<file path="src/rtl/mac_bank_seq.sv">
// Bank of NUM_CH saturating multiply-accumulate channels with a frame sequencer.
// The bias is preloaded at start, DEPTH products are accumulated, and the result is held until handshaked.
module mac_bank_seq #(
    parameter int unsigned NUM_CH     = 10,
    parameter int unsigned IN_W       = 8,
    parameter int unsigned WT_W       = 8,
    parameter int unsigned ACC_W      = 24,
    parameter int unsigned OUT_W      = 16,
    parameter int unsigned DEPTH      = 64,
    parameter int unsigned FRAC_SHIFT = 0
) (
    input  logic                      clk,
    input  logic                      clr,
    input  logic                      bias_we,
    input  logic [NUM_CH*ACC_W-1:0]   bias_in,
    input  logic                      start,
    input  logic                      in_valid,
    output logic                      in_ready,
    input  logic [IN_W-1:0]           act_in,
    input  logic [NUM_CH*WT_W-1:0]    wt_in,
    output logic                      out_valid,
    input  logic                      out_ready,
    output logic [NUM_CH*OUT_W-1:0]   sum_out,
    output logic [NUM_CH-1:0]         ovf,
    output logic                      busy
);

    localparam int unsigned CNT_W  = $clog2(DEPTH + 1);
    localparam int unsigned PROD_W = WT_W + IN_W + 1;

    localparam logic signed [ACC_W-1:0] ACC_MAX = {1'b0, {(ACC_W-1){1'b1}}};
    localparam logic signed [ACC_W-1:0] ACC_MIN = {1'b1, {(ACC_W-1){1'b0}}};
    localparam logic signed [ACC_W-1:0] OUT_MAX = {{(ACC_W-OUT_W+1){1'b0}}, {(OUT_W-1){1'b1}}};
    localparam logic signed [ACC_W-1:0] OUT_MIN = {{(ACC_W-OUT_W+1){1'b1}}, {(OUT_W-1){1'b0}}};

    typedef enum logic [1:0] {
        ST_IDLE,
        ST_ACCUM,
        ST_DRAIN,
        ST_OUT
    } state_t;

    state_t                    state_q, state_d;
    logic [CNT_W-1:0]          cnt_q, cnt_d;
    logic                      prod_v_q, prod_v_d;
    logic [NUM_CH*ACC_W-1:0]   bias_q, bias_d;
    logic [NUM_CH-1:0]         ovf_q, ovf_d;
    logic [NUM_CH*OUT_W-1:0]   sum_q, sum_d;
    logic                      in_ready_q, in_ready_d;
    logic                      out_valid_q, out_valid_d;
    logic                      busy_q, busy_d;
    logic signed [ACC_W-1:0]   acc_q  [NUM_CH];
    logic signed [ACC_W-1:0]   acc_d  [NUM_CH];
    logic signed [ACC_W-1:0]   prod_q [NUM_CH];
    logic signed [ACC_W-1:0]   prod_d [NUM_CH];

    // Signed weight times zero-extended activation, sign-extended to the accumulator width.
    function automatic logic signed [ACC_W-1:0] mul_ext(input logic signed [WT_W-1:0] w,
                                                        input logic [IN_W-1:0] a);
        logic signed [PROD_W-1:0] p;
        p = $signed(PROD_W'(w)) * $signed(PROD_W'($signed({1'b0, a})));
        return ACC_W'(p);
    endfunction

    // Returns {overflow, clamped sum}.
    function automatic logic [ACC_W:0] add_sat(input logic signed [ACC_W-1:0] a,
                                               input logic signed [ACC_W-1:0] b);
        logic [ACC_W:0] s;
        s = {a[ACC_W-1], a} + {b[ACC_W-1], b};
        if (s[ACC_W] != s[ACC_W-1]) begin
            return {1'b1, (s[ACC_W] ? ACC_MIN : ACC_MAX)};
        end
        return {1'b0, s[ACC_W-1:0]};
    endfunction

    // Returns {clamped, scaled output}.
    function automatic logic [OUT_W:0] out_sat(input logic signed [ACC_W-1:0] a);
        logic signed [ACC_W-1:0] sh;
        sh = a >>> FRAC_SHIFT;
        if (sh > OUT_MAX) begin
            return {1'b1, OUT_MAX[OUT_W-1:0]};
        end
        if (sh < OUT_MIN) begin
            return {1'b1, OUT_MIN[OUT_W-1:0]};
        end
        return {1'b0, sh[OUT_W-1:0]};
    endfunction

    // Next-state, datapath and registered-output decode.
    always_comb begin : p_next
        logic [ACC_W:0] add_r;
        logic [OUT_W:0] out_r;

        state_d  = state_q;
        cnt_d    = cnt_q;
        prod_v_d = 1'b0;
        bias_d   = bias_we ? bias_in : bias_q;
        ovf_d    = ovf_q;
        sum_d    = '0;
        add_r    = '0;
        out_r    = '0;
        for (int unsigned m = 0; m < NUM_CH; m++) begin
            acc_d[m]  = acc_q[m];
            prod_d[m] = prod_q[m];
        end

        // The product registered last cycle is folded in regardless of state.
        if (prod_v_q) begin
            for (int unsigned m = 0; m < NUM_CH; m++) begin
                add_r    = add_sat(acc_q[m], prod_q[m]);
                acc_d[m] = add_r[ACC_W-1:0];
                if (add_r[ACC_W]) begin
                    ovf_d[m] = 1'b1;
                end
            end
        end

        case (state_q)
            ST_IDLE: begin
                if (start) begin
                    state_d = ST_ACCUM;
                    cnt_d   = '0;
                    ovf_d   = '0;
                    for (int unsigned m = 0; m < NUM_CH; m++) begin
                        acc_d[m] = bias_q[m*ACC_W +: ACC_W];
                    end
                end
            end
            ST_ACCUM: begin
                if (in_valid) begin
                    prod_v_d = 1'b1;
                    cnt_d    = CNT_W'(cnt_q + 1'b1);
                    for (int unsigned m = 0; m < NUM_CH; m++) begin
                        prod_d[m] = mul_ext(wt_in[m*WT_W +: WT_W], act_in);
                    end
                    if (cnt_q == CNT_W'(DEPTH - 1)) begin
                        state_d = ST_DRAIN;
                    end
                end
            end
            ST_DRAIN: begin
                state_d = ST_OUT;
            end
            ST_OUT: begin
                if (out_ready) begin
                    state_d = ST_IDLE;
                end
            end
            default: begin
                state_d = ST_IDLE;
            end
        endcase

        // Output clamping only counts while the frame is still being built.
        for (int unsigned m = 0; m < NUM_CH; m++) begin
            out_r = out_sat(acc_d[m]);
            sum_d[m*OUT_W +: OUT_W] = out_r[OUT_W-1:0];
            if (out_r[OUT_W] && (state_q == ST_ACCUM || state_q == ST_DRAIN)) begin
                ovf_d[m] = 1'b1;
            end
        end

        in_ready_d  = (state_d == ST_ACCUM);
        out_valid_d = (state_d == ST_OUT);
        busy_d      = (state_d != ST_IDLE);
    end

    always_ff @(posedge clk or posedge clr) begin
        if (clr) begin
            state_q     <= ST_IDLE;
            cnt_q       <= '0;
            prod_v_q    <= 1'b0;
            bias_q      <= '0;
            ovf_q       <= '0;
            sum_q       <= '0;
            in_ready_q  <= 1'b0;
            out_valid_q <= 1'b0;
            busy_q      <= 1'b0;
            for (int unsigned m = 0; m < NUM_CH; m++) begin
                acc_q[m]  <= '0;
                prod_q[m] <= '0;
            end
        end else begin
            state_q     <= state_d;
            cnt_q       <= cnt_d;
            prod_v_q    <= prod_v_d;
            bias_q      <= bias_d;
            ovf_q       <= ovf_d;
            sum_q       <= sum_d;
            in_ready_q  <= in_ready_d;
            out_valid_q <= out_valid_d;
            busy_q      <= busy_d;
            for (int unsigned m = 0; m < NUM_CH; m++) begin
                acc_q[m]  <= acc_d[m];
                prod_q[m] <= prod_d[m];
            end
        end
    end

    assign in_ready  = in_ready_q;
    assign out_valid = out_valid_q;
    assign busy      = busy_q;
    assign sum_out   = sum_q;
    assign ovf       = ovf_q;

endmodule

</file>
<file path="config.mk">
export PLATFORM = sky130hd
export DESIGN_NAME = mac_bank_seq
export DESIGN_NICKNAME = d
export VERILOG_FILES = /design/src/rtl/mac_bank_seq.sv
export SDC_FILE = /design/constraint.sdc
export NUM_CORES = 2
export LEC_CHECK = 0
export CORE_AREA = 2 2 353 355
export CTS_BUF_LIST = sky130_fd_sc_hd__clkbuf_16
export DETAILED_ROUTE_END_ITERATION = 8
export DIE_AREA = 0 0 355 357
export PLACE_DENSITY = 0.84
export SKIP_CTS_REPAIR_TIMING = 1
export SLEW_MARGIN = 10
export SYNTH_ARGS = -nofsm -noshare
export SYNTH_HDL_FRONTEND = slang
export SYNTH_SLANG_ARGS = --single-unit
</file>
<file path="constraint.sdc">
create_clock -name clk -period 76.7 [get_ports clk]
set_clock_uncertainty 0.1 [all_clocks]
set_input_delay 11.505 -clock clk [delete_from_list [all_inputs] [get_ports clk]]
set_output_delay 11.505 -clock clk [all_outputs]
set_load 0.01 [all_outputs]
</file>
Word-level counts from Yosys, hierarchy flattened --
Cells that the tools add are included.
Word-level totals: register bits after elaboration 833, bits of input ports 334, output and inout bits 173, word-level logic and storage cells 270
Operators by class: $add $sub $neg 11, $mul 10, order comparisons 20, eq/ne operators 18, mux-type cells 166, reductions and logical operators 16
Operators by type and width (count):
- $mux 25 | 30
- $mux 240 | 3
- $mux 17 | 40
- $add 24x17->25 | 10
- $gt 24x16->1 const B | 10
- $lt 24x16->1 const B | 10
- $mux 24 | 10
- $mul 8x9->17 | 10
- $mux 1 | 72
- $mux 10 | 3
- $mux 7 | 2
- $pmux 7 s2 | 1
- $logic_and 1x1->1 | 10
- $ne 1x1->1 | 10
- $mux 2 | 4
- $pmux 2 s4 | 1
- $add 7x1->7 const B | 1
- $eq 7x6->1 const B | 1
- $eq 2x2->1 const B | 3
- $eq 2x1->1 const B | 2
- $ne 2x2->1 const B | 2
- $reduce_bool 2->1 | 2
- $reduce_and 3->1 | 1
- $logic_not 2->1 | 1
- 2 further kinds | 2

Depth between registers and ports, before layout --
word-level depth 16, gate-level depth with buffers 26, mapped depth without buffers 24

Least setup slack after synthesis --
No wires, ideal clock.
kind input to register, start point input port act_in[6], end point register prod_q[136] (netlist name), library setup time 0.134 ns, arrival 15.868 ns, required time 76.466 ns, path slack 60.597 ns, stages 22, path buffers 2, cells stage by stage clkbuf_1 clkbuf_1 nand2_1 fa_1 fa_1 inv_1 fa_1 inv_1 fa_1 inv_1 ha_1 o21ai_0 a21oi_1 o21ai_0 a21oi_1 o21ai_0 nand2b_1 a21o_1 a21oi_1 o21ai_0 xnor2_1 o21ai_0
Between the ends: cells in the longest elaborated chain, start to end 1
RTL lines:
- start, declared | RTL line 19 | input logic [IN_W-1:0] act_in,
- $mul 8x9->17 | RTL line 61 | p = $signed(PROD_W'(w)) * $signed(PROD_W'($signed({1'b0, a})));
- end signal, assigned by index | RTL line 195 | prod_q[m] <= prod_d[m];
- end, declared | RTL line 54 | logic signed [ACC_W-1:0] prod_q [NUM_CH];
No other way between the ends. A chain may end at the register's enable or synchronous reset.

Final worst setup path --
start point input port act_in[7], end point register prod_q[136] (netlist name)
The elaborated chain is that of the path after synthesis.

==> flow_metrics.tcl <==
set metrics [dict create \
    status "complete, no violations" \
    cts_tree "yes" \
    finalSetupTns_ns 0 \
    setup_violations 0 \
    synth_nets 8797 \
    ys_types 111 \
    final_nets 9129 \
    ys_top_cells_by_area "dfrtp_1, ha_1, fa_1" \
    async_flop_share_pct 100 \
    crit_chain "buf_2, buf_4, nand2_1, fa_1, fa_1, inv_1, fa_1, inv_1, fa_1, inv_1, ha_1, o21ai_0, a21oi_1, o21ai_0, a21oi_1, o21ai_0, nand2b_1, a21o_1, a21oi_1, o21ai_0, xnor2_1, o21ai_0" \
    hold_viol 0 \
    via_per_inst 6.11 \
    ys_top_cells_by_count "dfrtp_1, inv_1, ha_1" \
    h-tree-depth 3 \
    design.portCount 507 \
    slew_violations 0 \
    synth_top_family_by_area "adder cells" \
    num_vias 57800 \
    final.period_utilization_pct 21.7 \
    crit_fanout 50 \
    routedWlPerCell_um 22.6 \
    crit_type "in -> reg" \
    syn_area_sq_mm 0.0685 \
    rsz0062_at_grt "no" \
    crit_required_ns 77.12 \
    drive_above_1_share_pct 7.65 \
    overflow 0 \
    grt_pass1_vias 57600 \
    detail-route-antenna-nets 0 \
    grt_max_degree 155 \
    cp_slowest_cell "buf_4" \
    synth_fa_ha_area_share_pct 23.5 \
    dp_hpwl_um 162000 \
    hold_path_class "reg -> reg" \
    start_kind "input pin" \
    dieWidth_um 355 \
    crit_family "adder cells" \
    drt-total-wl_um 213000 \
    area_delta_synth_final_pct 13.5 \
    portBuffers 506 \
    yosys.area.top_type_share_pct 30.4 \
    crit_top_cell "o21ai_0" \
    yosys.area_share.simple_pct 14.4 \
    fillers 9874 \
    synth_flop_cell "dfrtp_1" \
    drtIter0Drc 6049 \
    cp.buffers_inverters 5 \
    end_kind "flip-flop" \
    rows 129 \
    ir_worst_vdd_uv 31.4 \
    die_area_sq_mm 0.127 \
    synthXorXnorAreaFrac_pct 3.48 \
    antenna_found_initial 37 \
    ys_seq_area_share_pct 30.4 \
    final_util_pct 63.2 \
    avgSynthCellArea_sq_um 9.25 \
    cp.arrival_ns 17.09 \
    cts_inserted_buffers 91 \
    clock_latency_ns 0.73 \
    period_minus_slack_ns 16.67 \
    cts_sinks 833 \
    cts-root-buf "clkbuf_16" \
    power_leakage_nw 36.7 \
    ys_ff_latch 833 \
    synth_cells 7404 \
    synthMuxAreaShare_pct 4.76 \
    gp_congestion 0.981 \
    dr.pass1.iters 6 \
    cpPeakStageDelay_ns 0.59 \
    initial_core_util_pct 55.7 \
    tightest_slew_ns 1.18 \
    yosys.cell_count.top_type "dfrtp_1" \
    ys_warn_count 0 \
    p_per_area_mw_per_mm2 45.2 \
    die_h_um 357 \
    slew_headroom_pct 21.2 \
    grt_pass1_wl_um 329000 \
    synth_area_leader_cell "dfrtp_1" \
    drc 0 \
    synth_edf_count 0 \
    synth_compound_area_share_pct 17.1 \
    clkTransAtPathRegs_ns 0.06 \
    clockBufferDepth 3 \
    grt_usage_pct 33.3 \
    power.total_mw 3.51 \
    max_freq_ghz 0.0600 \
    drv_cap 0 \
    core_sq_mm 0.123 \
]
cell families after synthesis:
kind of cell               after synthesis
muxes                                  291
AOI/OAI and AO/OA                     1849
and+or+nand+nor                       1970
buffers and inverters                 1129
xor gates and xnor gates               272
DFF                                    833
adders and majority gates             1060
per-layer routing:
metal  up-vias  GRT usage, %  part of all wire (%)
met4        30          12.7                   3.7
li1      26100             -                     -
met1     28400          47.1                    43
met5         -             0                 0.093
met3       460          8.72                    11
met2      2711          48.9                    43
placed cells by master, fill, tap and decap left out, types with 106 or more instances in the layout:
| master | count |
|---|---|
| inv_1 | 823 |
| dfrtp_1 | 832 |
| ha_1 | 679 |
| mux2_2 | 277 |
| and2_1 | 380 |
| nor2_1 | 317 |
| o21ai_0 | 509 |
| o211ai_1 | 106 |
| a21o_1 | 159 |
| fa_1 | 380 |
| nand2_1 | 670 |
| clkdlybuf4s50_1 | 497 |
| xnor2_1 | 162 |
| xor2_1 | 110 |
| a21oi_1 | 481 |
power breakdown:
| part | switching (mW) | internal [mW] | leakage (nW) |
|---|---|---|---|
| clock | 0.201 | 0.239 | 1.48 |
| combinational | 1.41 | 0.891 | 25.4 |
| sequential | 0.159 | 0.613 | 9.83 |
| total | 1.77 | 1.74 | 36.7 |
metrics by stage:
| step | instances | instance area (sq um) | hold WS, ns | worst slack, ns |
|---|---|---|---|---|
| global route | 9459 | 77700 | 0.418 | 59.69 |
| CTS | 9445 | 77700 | 0.394 | 60.21 |
| detailed placement | 9280 | 74800 | 0.381 | 59.47 |
| global placement | 9280 | 74800 | 0.366 | 59.71 |
| finish | 9461 | 77700 | 0.388 | 60.03 |
| floorplan | 7404 | 68500 | 0.352 | 41.69 |
layout make-up:
type                            instances  area [sq um]  share of cell area (%)
Tap cell                             1637          2050                    2.63
Timing Repair Buffer                  555          5420                    6.98
Multi-Input combinational cell       5442         43400                    55.8
Inverter                              813          3070                    3.94
Clock buffer                           91          2280                    2.93
Clock inverter                         74           643                   0.827
Sequential cell                       833         20800                    26.8
Antenna cell                           16          40.0                  0.0515
sequential cells by signal, indices dropped and copies added, names as in the netlist:
name	flops
ovf	10
out_valid	1
prod_v_q	1
in_ready	1
sum_out	160
prod_q	170
bias_q	240
acc_q	240
busy	1
state_q	2
cnt_q	7
worst reg2reg max path, delay by kind of cell, from the launching register on:
family,cells,cell delay (ns)
AOI/OAI and AO/OA,9,3.51
xor gates and xnor gates,1,0.20
and+or+nand+nor,7,1.59
buffers and inverters,1,0.23
adders and majority gates,2,0.65
DFF,1,0.44
path summary, 6_finish.rpt:
check                      slack (ns)                 endpoint  cells after the start               startpoint
max in group asynchronous       62.02  bias_q[138]$_DFFE_PP0P_                      5                      clr
hold reg to reg                  0.39  prod_q[201]$_DFFE_PP0P_                      2  prod_q[201]$_DFFE_PP0P_
setup reg to reg                69.71    sum_out[56]$_DFF_PP0_                     20     acc_q[146]$_DFF_PP0_
min in group asynchronous       11.21         ovf[1]$_DFF_PP0_                      2                      clr
setup / recovery                60.03  prod_q[136]$_DFFE_PP0P_                     22                act_in[7]
hold / removal                   0.39  prod_q[201]$_DFFE_PP0P_                      2  prod_q[201]$_DFFE_PP0P_
(Power assumes the default switching activity.)
